==> config.mk <==
export PLATFORM = sky130hd
export DESIGN_NAME = calc_ctrl
export DESIGN_NICKNAME = d
export VERILOG_FILES = /design/src/rtl/calc_ctrl.sv
export SDC_FILE = /design/constraint.sdc
export NUM_CORES = 1
export LEC_CHECK = 0
export CAP_MARGIN = 20
export CORE_UTILIZATION = 39
export DETAILED_ROUTE_END_ITERATION = 6
export GPL_TIMING_DRIVEN = 0
export PLACE_DENSITY = 0.75
export SKIP_CTS_REPAIR_TIMING = 1
export SLEW_MARGIN = 30
export SYNTH_ARGS = -nofsm -noshare
export SYNTH_HDL_FRONTEND = slang
export SYNTH_SLANG_ARGS = --single-unit
==> constraint.sdc <==
create_clock -name clk -period 4.7 [get_ports clk]
set_clock_uncertainty 0.05 [all_clocks]
set_input_delay 0.705 -clock clk [delete_from_list [all_inputs] [get_ports clk]]
set_output_delay 0.705 -clock clk [all_outputs]
set_load 0.01 [all_outputs]
==> src/rtl/calc_ctrl.sv <==
// calc_ctrl: sequencing controller for the UART calculator. Builds decimal operands
// from digit pulses, launches the ALU on '=', and offers the result over valid/ready.
module calc_ctrl #(
  parameter int W = 16
) (
  input  logic             clk,
  input  logic             rst,
  input  logic             num_done,
  input  logic [7:0]       num_i,
  input  logic             oper_done,
  input  logic [3:0]       oper_i,
  output logic [W-1:0]     alu_a,
  output logic [W-1:0]     alu_b,
  output logic [3:0]       alu_op,
  output logic             alu_start,
  input  logic             alu_done,
  input  logic [2*W-1:0]   alu_result,
  output logic             res_valid,
  input  logic             res_ready,
  output logic [2*W-1:0]   res_o,
  output logic [1:0]       res_err
);

  typedef enum logic [1:0] {S_A = 2'd0, S_B = 2'd1, S_WAIT = 2'd2, S_OUT = 2'd3} state_t;

  localparam logic [3:0]     OP_ADD   = 4'b0000;
  localparam logic [3:0]     OP_MOD   = 4'b0100;
  localparam logic [3:0]     OP_DIV   = 4'b1000;
  localparam logic [3:0]     OP_EQ    = 4'b1111;
  localparam logic [1:0]     ERR_NONE = 2'b00;
  localparam logic [1:0]     ERR_DIV0 = 2'b01;
  localparam logic [1:0]     ERR_OVF  = 2'b10;
  localparam logic [W-1:0]   ZERO_W   = {W{1'b0}};
  localparam logic [2*W-1:0] ZERO_R   = {(2*W){1'b0}};

  state_t         state_r;
  logic           a_seen_r;
  logic           b_seen_r;
  logic           has_res_r;

  logic [W-1:0]   acc_in_s;
  logic [W+3:0]   acc_ext_s;
  logic [W+3:0]   acc_next_s;
  logic           acc_ovf_s;
  logic           res_wide_s;
  logic           op_arith_s;
  logic           div_zero_s;

  function automatic logic is_arith(input logic [3:0] op);
    case (op)
      4'b0000, 4'b0001, 4'b0010, 4'b0100, 4'b1000: is_arith = 1'b1;
      default:                                     is_arith = 1'b0;
    endcase
  endfunction

  // Next decimal accumulator value for whichever operand the current state is building
  always_comb begin
    acc_in_s   = (state_r == S_B) ? alu_b : alu_a;
    acc_ext_s  = {4'b0000, acc_in_s};
    acc_next_s = (acc_ext_s << 2'd3) + (acc_ext_s << 1'd1) + {{(W-4){1'b0}}, num_i};
    acc_ovf_s  = |acc_next_s[W+3:W];
    // A chained result is only usable as operand A if it fits in W unsigned bits
    res_wide_s = |res_o[2*W-1:W];
    op_arith_s = is_arith(oper_i);
    div_zero_s = ((alu_op == OP_MOD) || (alu_op == OP_DIV)) && (alu_b == ZERO_W);
  end

  // Controller state machine with all outputs registered
  always_ff @(posedge clk) begin
    if (rst) begin
      state_r   <= S_A;
      alu_a     <= ZERO_W;
      alu_b     <= ZERO_W;
      alu_op    <= OP_ADD;
      alu_start <= 1'b0;
      res_valid <= 1'b0;
      res_o     <= ZERO_R;
      res_err   <= ERR_NONE;
      a_seen_r  <= 1'b0;
      b_seen_r  <= 1'b0;
      has_res_r <= 1'b0;
    end else begin
      alu_start <= 1'b0;
      case (state_r)
        S_A: begin
          if (num_done) begin
            has_res_r <= 1'b0;
            if (acc_ovf_s) begin
              state_r   <= S_OUT;
              res_valid <= 1'b1;
              res_err   <= ERR_OVF;
              res_o     <= ZERO_R;
            end else begin
              alu_a    <= acc_next_s[W-1:0];
              a_seen_r <= 1'b1;
            end
          end else if (oper_done && op_arith_s) begin
            if (a_seen_r) begin
              alu_op   <= oper_i;
              alu_b    <= ZERO_W;
              b_seen_r <= 1'b0;
              state_r  <= S_B;
            end else if (has_res_r) begin
              if (res_wide_s) begin
                state_r   <= S_OUT;
                res_valid <= 1'b1;
                res_err   <= ERR_OVF;
                res_o     <= ZERO_R;
              end else begin
                alu_a    <= res_o[W-1:0];
                alu_op   <= oper_i;
                alu_b    <= ZERO_W;
                b_seen_r <= 1'b0;
                state_r  <= S_B;
              end
            end
          end
        end
        S_B: begin
          if (num_done) begin
            if (acc_ovf_s) begin
              state_r   <= S_OUT;
              res_valid <= 1'b1;
              res_err   <= ERR_OVF;
              res_o     <= ZERO_R;
            end else begin
              alu_b    <= acc_next_s[W-1:0];
              b_seen_r <= 1'b1;
            end
          end else if (oper_done) begin
            if (oper_i == OP_EQ) begin
              if (b_seen_r) begin
                if (div_zero_s) begin
                  state_r   <= S_OUT;
                  res_valid <= 1'b1;
                  res_err   <= ERR_DIV0;
                  res_o     <= ZERO_R;
                end else begin
                  alu_start <= 1'b1;
                  state_r   <= S_WAIT;
                end
              end
            end else if (op_arith_s && !b_seen_r) begin
              alu_op <= oper_i;
            end
          end
        end
        S_WAIT: begin
          // The launch cycle itself never completes, so the ALU always has >=1 cycle latency
          if (alu_done && !alu_start) begin
            res_o     <= alu_result;
            res_err   <= ERR_NONE;
            res_valid <= 1'b1;
            state_r   <= S_OUT;
          end
        end
        S_OUT: begin
          if (res_valid && res_ready) begin
            res_valid <= 1'b0;
            alu_a     <= ZERO_W;
            alu_b     <= ZERO_W;
            a_seen_r  <= 1'b0;
            b_seen_r  <= 1'b0;
            has_res_r <= (res_err == ERR_NONE);
            if (res_err != ERR_NONE) begin
              res_o <= ZERO_R;
            end
            state_r   <= S_A;
          end
        end
        default: begin
          state_r <= S_A;
        end
      endcase
    end
  end

endmodule

==> results of run 1 <==
[worst paths after layout]
path                            startpoint   endpoint  cells past startpoint
worst max-delay path            state_r[1]   alu_b[3]                     17
worst min-delay path             res_o[29]  res_o[29]                      2
worst max register to register  state_r[1]   alu_b[3]                     17
worst min register to register   res_o[29]  res_o[29]                      2
[flip-flops by register name (all words and copies together), names as in the netlist]
register and cells:
res_o 32, res_err 2, alu_start 1, alu_b 16, b_seen_r 1, res_valid 1, alu_a 16, has_res_r 1
a_seen_r 1, alu_op 4, state_r 2
[metrics by stage]
| step | util [%] | TNS, ns | area [µm²] |
|---|---|---|---|
| detailed placement | 52.2 | -65.47 | 6380 |
| global placement | 52.2 | -55.23 | 6380 |
| finish | 56.0 | 0 | 6830 |
| floorplan | - | 0 | 4980 |
| global route | 56.0 | -0.470 | 6830 |
| CTS | 54.6 | -67.62 | 6670 |
[area by class of cell]
class                           instances  area share (%)
Clock buffer                           11            3.70
Sequential cell                        77            22.6
Buffer                                 43            3.53
Inverter                               21            1.15
Multi-Input combinational cell        455            47.6
Timing Repair Buffer                  122            17.8
Tap cell                              168            3.08
Clock inverter                          5           0.494
[power by group through the flow]
stage / logic, mW / clock network (mW) / registers [mW]
6_report: 1.88 / 0.668 / 0.922
5_1_grt: 2.02 / 0.702 / 0.933
4_1_cts: 1.79 / 0.665 / 0.909
3_5_place_dp: 1.77 / 0 / 0.923
3_3_place_gp: 1.73 / 0 / 0.919
2_1_floorplan: 1.13 / 0 / 0.926
[synthesized netlist by cell type, types with 5 or more instances]
cell type / n
inv_1: 20
nor2_1: 34
ha_1: 33
o21ai_1: 30
nand3_1: 43
nor3_1: 15
a21oi_1: 56
a21o_1: 9
dfxtp_1: 77
xnor2_1: 12
buf_2: 7
nand2_1: 36
buf_6: 5
mux2i_1: 26
o21ai_0: 21
clkbuf_1: 25
a31o_2: 27
nor4_1: 22
mux2_2: 12
[critical path: stages, from the launching register on]
cell      delay, ns
dfxtp_2        0.35
inv_2          0.09
ha_4           0.17
buf_8          0.16
buf_6          0.20
mux2i_4        0.29
fa_1           0.44
inv_1          0.10
ha_1           0.29
a21o_1         0.23
a221o_1        0.45
and3_1         0.23
a211oi_4       0.33
nor3_1         0.13
a31oi_2        0.34
buf_2          0.30
nor3_1         0.08
a31o_2         0.23
[cell families after synthesis]
family          Yosys count  share of synthesized area [%]
compound gates          183                           23.8
xor+xnor                 16                           2.82
fa+ha+maj                38                           10.1
buf+inv                  64                           5.86
flops                    77                           31.0
mux                      38                           7.94
simple gates            180                           18.5
[metal layers]
layer | GRT usage, % | vias to the layer above | routed length [µm]
li1 | - | 2477 | -
met1 | 33.2 | 2481 | 7220
met2 | 40.0 | 257 | 7520
met3 | 3.69 | 39 | 1260
met4 | 10.1 | 0 | 363
met5 | 0 | - | 0
==> impl_metrics.json, run 1 <==
{
  "status": "completed",
  "start_util_pct": 40.8,
  "power.switching_mw": 1.50,
  "post-place-ws_ns": -1.00,
  "antenna_left": 0,
  "regArea_um2": 1540,
  "cts_sinks": 77,
  "cts_tree": "built",
  "wirelength_um": 16400,
  "critical_path_arrival_ns": 4.74,
  "cts_inserted_buffers": 9,
  "fillCellCount": 1144,
  "finalCritPeriodShare_pct": 96.9,
  "routed_via_density": 5.82,
  "power.internal_mw": 1.97,
  "io_pins": 122,
  "drive_gt1_share_pct": 14.3,
  "globalplace.congestion": 0.932,
  "p_leak_nw": 2.71,
  "yosys_register_bits": 77,
  "critPathKind": "reg2reg",
  "fp.dieH_um": 115,
  "ys.warnings.count": 0,
  "rrSetupSlack_ns": 0.15,
  "hold_viol": 0,
  "hold_path_class": "reg2reg",
  "h-tree-depth": 3,
  "maxCapViolCount": 0,
  "dp_hpwl_um": 12700,
  "synth_fp_nets": 683,
  "nNetsFinal": 816,
  "clkLatencyLatePin_ns": 0.34,
  "worstSetupEndpointType": "flip-flop",
  "drt_pass1_iterations": 5,
  "combPwrFrac_pct": 54.2,
  "syn_inst": 596,
  "synth-seq-area-share_pct": 31.0,
  "relSlewSlack_pct": 50.1,
  "synth_ff_type": "dfxtp_1",
  "setup_viol": 0,
  "dp_cells": 883,
  "synth_area_per_cell_um2": 8.35,
  "clock_path_buffers": 2,
  "num_rows": 40,
  "netlist_area_um2": 4980,
  "fp.dieW_um": 115,
  "finalNonFillerCells": 902,
  "die_area_um2": 13200,
  "p_sw_share_pct": 43.3,
  "drt_iter0_drc": 452,
  "drc": 0,
  "synthArstFlopShare_pct": 0,
  "grt_pass1_vias": 4954,
  "ir_worst_vdd_v": 0.000261,
  "synth_cell_type_count": 66,
  "wire_per_inst_um": 18.1,
  "clockPowerShare_pct": 19.3,
  "power_mw": 3.47,
  "synth_top_area_share_pct": 31.0,
  "area_growth_pct": 37.3,
  "worstMarginPinSlew_ns": 0.749,
  "overflow": 0,
  "powerDensity_nw_per_um2": 508,
  "synth.area.top_cells": "dfxtp_1 31%, ha_1 8.3%, a21oi_1 5.6%",
  "grt_pass1_wl_um": 25400,
  "synth_top_cell_by_area": "dfxtp_1",
  "layout_common_cells": "119 x clkdlybuf4s50_1, 75 x dfxtp_1, 55 x a21oi_1, 43 x nand3_1, 36 x nand2_1",
  "drv_slew": 0,
  "worst_slack_ns": 0.145,
  "cts.clk_slew.worst_paths_ns": 0.06,
  "fmaxAchievable_ghz": 0.220,
  "antenna_found_initial": 0,
  "cts_root_buffer": "clkbuf_16",
  "synth_edf_count": 0,
  "path_max_fanout": 10,
  "seq_power_share_pct": 26.6,
  "holdWs_ns": 0.451,
  "multiInputGateArea_um2": 3250,
  "antennaDiodeCount": 0,
  "grt_use_total_pct": 24.8,
  "period_minus_slack_ns": 4.55,
  "io_buffers": 119,
  "core-area_um2": 12200,
  "final_common_cell": "clkdlybuf4s50_1",
  "crit_required_ns": 4.88,
  "vias": 5254,
  "grt_max_degree": 14,
  "start_kind": "flip-flop"
}
Note: power is estimated with default switching activity, not from simulation.
==> run 2, diff against run 1 <==
--- a/config.mk
+++ b/config.mk
@@ -5,7 +5,6 @@
 export SDC_FILE = /design/constraint.sdc
 export NUM_CORES = 1
 export LEC_CHECK = 0
-export CAP_MARGIN = 20
 export CORE_UTILIZATION = 39
 export DETAILED_ROUTE_END_ITERATION = 6
 export GPL_TIMING_DRIVEN = 0
==> results of run 2 <==
The final DEF is identical to that of run 1; final timing and power are the same.
==> run 3, diff against run 2 <==
--- a/config.mk
+++ b/config.mk
@@ -9,6 +9,7 @@
 export DETAILED_ROUTE_END_ITERATION = 6
 export GPL_TIMING_DRIVEN = 0
 export PLACE_DENSITY = 0.75
+export REMOVE_ABC_BUFFERS = 1
 export SKIP_CTS_REPAIR_TIMING = 1
 export SLEW_MARGIN = 30
 export SYNTH_ARGS = -nofsm -noshare
==> impl_metrics.json, run 3 (same netlist as run 1, synthesis figures left out) <==
{
  "status": "completed",
  "routed_via_density": 5.83,
  "die_area_um2": 13200,
  "nNetsFinal": 789,
  "fillCellCount": 1164,
  "area_growth_pct": 35.7,
  "cts_sinks": 77,
  "start_util_pct": 40.8,
  "critPathKind": "reg2reg",
  "drv_slew": 0,
  "finalNonFillerCells": 875,
  "antenna_left": 0,
  "finalCritPeriodShare_pct": 98.2,
  "worstSetupEndpointType": "flip-flop",
  "io_buffers": 121,
  "maxCapViolCount": 0,
  "drt_pass1_iterations": 5,
  "fp.dieH_um": 115,
  "setup_viol": 0,
  "fmaxAchievable_ghz": 0.217,
  "p_leak_nw": 2.71,
  "clkLatencyLatePin_ns": 0.35,
  "critical_path_arrival_ns": 4.84,
  "path_max_fanout": 22,
  "vias": 5098,
  "grt_pass1_vias": 4889,
  "grt_max_degree": 38,
  "power_mw": 3.55,
  "start_kind": "flip-flop",
  "antennaDiodeCount": 0,
  "cts_inserted_buffers": 9,
  "drc": 0,
  "antenna_found_initial": 0,
  "grt_use_total_pct": 23.5,
  "final_common_cell": "clkdlybuf4s50_1",
  "drive_gt1_share_pct": 14.4,
  "fin_util_pct": 55.3,
  "overflow": 0,
  "h-tree-depth": 3,
  "cts_root_buffer": "clkbuf_16",
  "dp_hpwl_um": 11300,
  "io_pins": 122,
  "crit_required_ns": 4.93,
  "worstMarginPinSlew_ns": 0.938,
  "reg_top3": "res_o x32, alu_a x16, alu_b x16",
  "ir_worst_vdd_v": 0.000241,
  "powerDensity_nw_per_um2": 526,
  "hold_viol": 0,
  "regMostFlops": "res_o",
  "num_rows": 40,
  "cts_tree": "built",
  "rrSetupSlack_ns": 0.08,
  "dp_cells": 850,
  "wirelength_um": 15900,
  "fp.dieW_um": 115,
  "hold_path_class": "reg2reg",
  "drt_iter0_drc": 297,
  "relSlewSlack_pct": 37.3,
  "clock_path_buffers": 2,
  "layout_common_cells": "119 x clkdlybuf4s50_1, 76 x dfxtp_1, 56 x a21oi_1, 43 x nand3_1, 36 x nand2_1",
  "largest_register_ffs": 32,
  "globalplace.congestion": 0.881,
  "grt_pass1_wl_um": 24100,
  "cts.clk_slew.worst_paths_ns": 0.06,
  "period_minus_slack_ns": 4.62,
  "wire_per_inst_um": 18.1,
  "core-area_um2": 12200
}
[run 3: cell count changes in the layout (fill, tap and decap cells not counted), sizes merged]
cell and delta:
clkinv -1, inv +3, clkinvlp -2, clkbuf -30, bufinv +1, buf +2
[run 3: layout make-up]
cell class | count | area, µm² | share of cell area [%]
sequential | 77 | 1540 | 22.8
clock buffer | 10 | 239 | 3.54
timing repair buffer | 138 | 1380 | 20.4
tap | 168 | 210 | 3.11
multi-input combinational | 455 | 3230 | 47.8
inverter | 21 | 80.1 | 1.19
clock inverter | 6 | 76.3 | 1.13
[run 3: worst max-delay path, cell delays in order (launching register included)]
cell      delay (ns)
dfxtp_1         0.36
inv_2           0.12
ha_4            0.22
buf_4           0.13
mux2_2          0.34
ha_1            0.28
ha_1            0.25
fa_1            0.42
a21o_1          0.21
a221o_1         0.37
a21oi_2         0.16
a211oi_2        0.12
or4_4           0.55
nor4_4          0.30
buf_6           0.18
buf_6           0.20
o21ai_1         0.09
a21oi_1         0.17
[run 3: report_power, final]
group | switching [mW] | internal, mW | leakage (nW)
Combinational | 1.10 | 0.813 | 1.92
Sequential | 0.121 | 0.777 | 0.624
Clock | 0.307 | 0.436 | 0.156
[run 3: per-stage QoR]
| stage | setup TNS (ns) | area (µm²) | hold WS, ns | setup slack, ns |
|---|---|---|---|---|
| after floorplan | -13.88 | 4760 | 0.407 | -0.354 |
| after global placement | -94.39 | 6190 | 0.424 | -1.68 |
| after detailed placement | -31.02 | 6290 | 0.434 | -0.801 |
| after CTS | -34.55 | 6610 | 0.444 | -0.853 |
| after global routing | -0.00173 | 6750 | 0.451 | -0.00173 |
| final | 0 | 6750 | 0.444 | 0.0824 |
[run 3: final timing paths]
path / end / depth (start not counted) / from
worst min-delay path: has_res_r / 2 / has_res_r
worst max register to register: res_o[5] / 17 / state_r[1]
worst max-delay path: res_o[5] / 17 / state_r[1]
worst min register to register: has_res_r / 2 / has_res_r
[run 3: routing by layer]
metal | vias up | global-route usage [%] | wire length [µm]
met5 | - | 0 | 0
met4 | 0 | 12.5 | 526
met3 | 45 | 5.75 | 1240
met2 | 210 | 38.9 | 7290
met1 | 2411 | 28.2 | 6810
li1 | 2432 | - | -
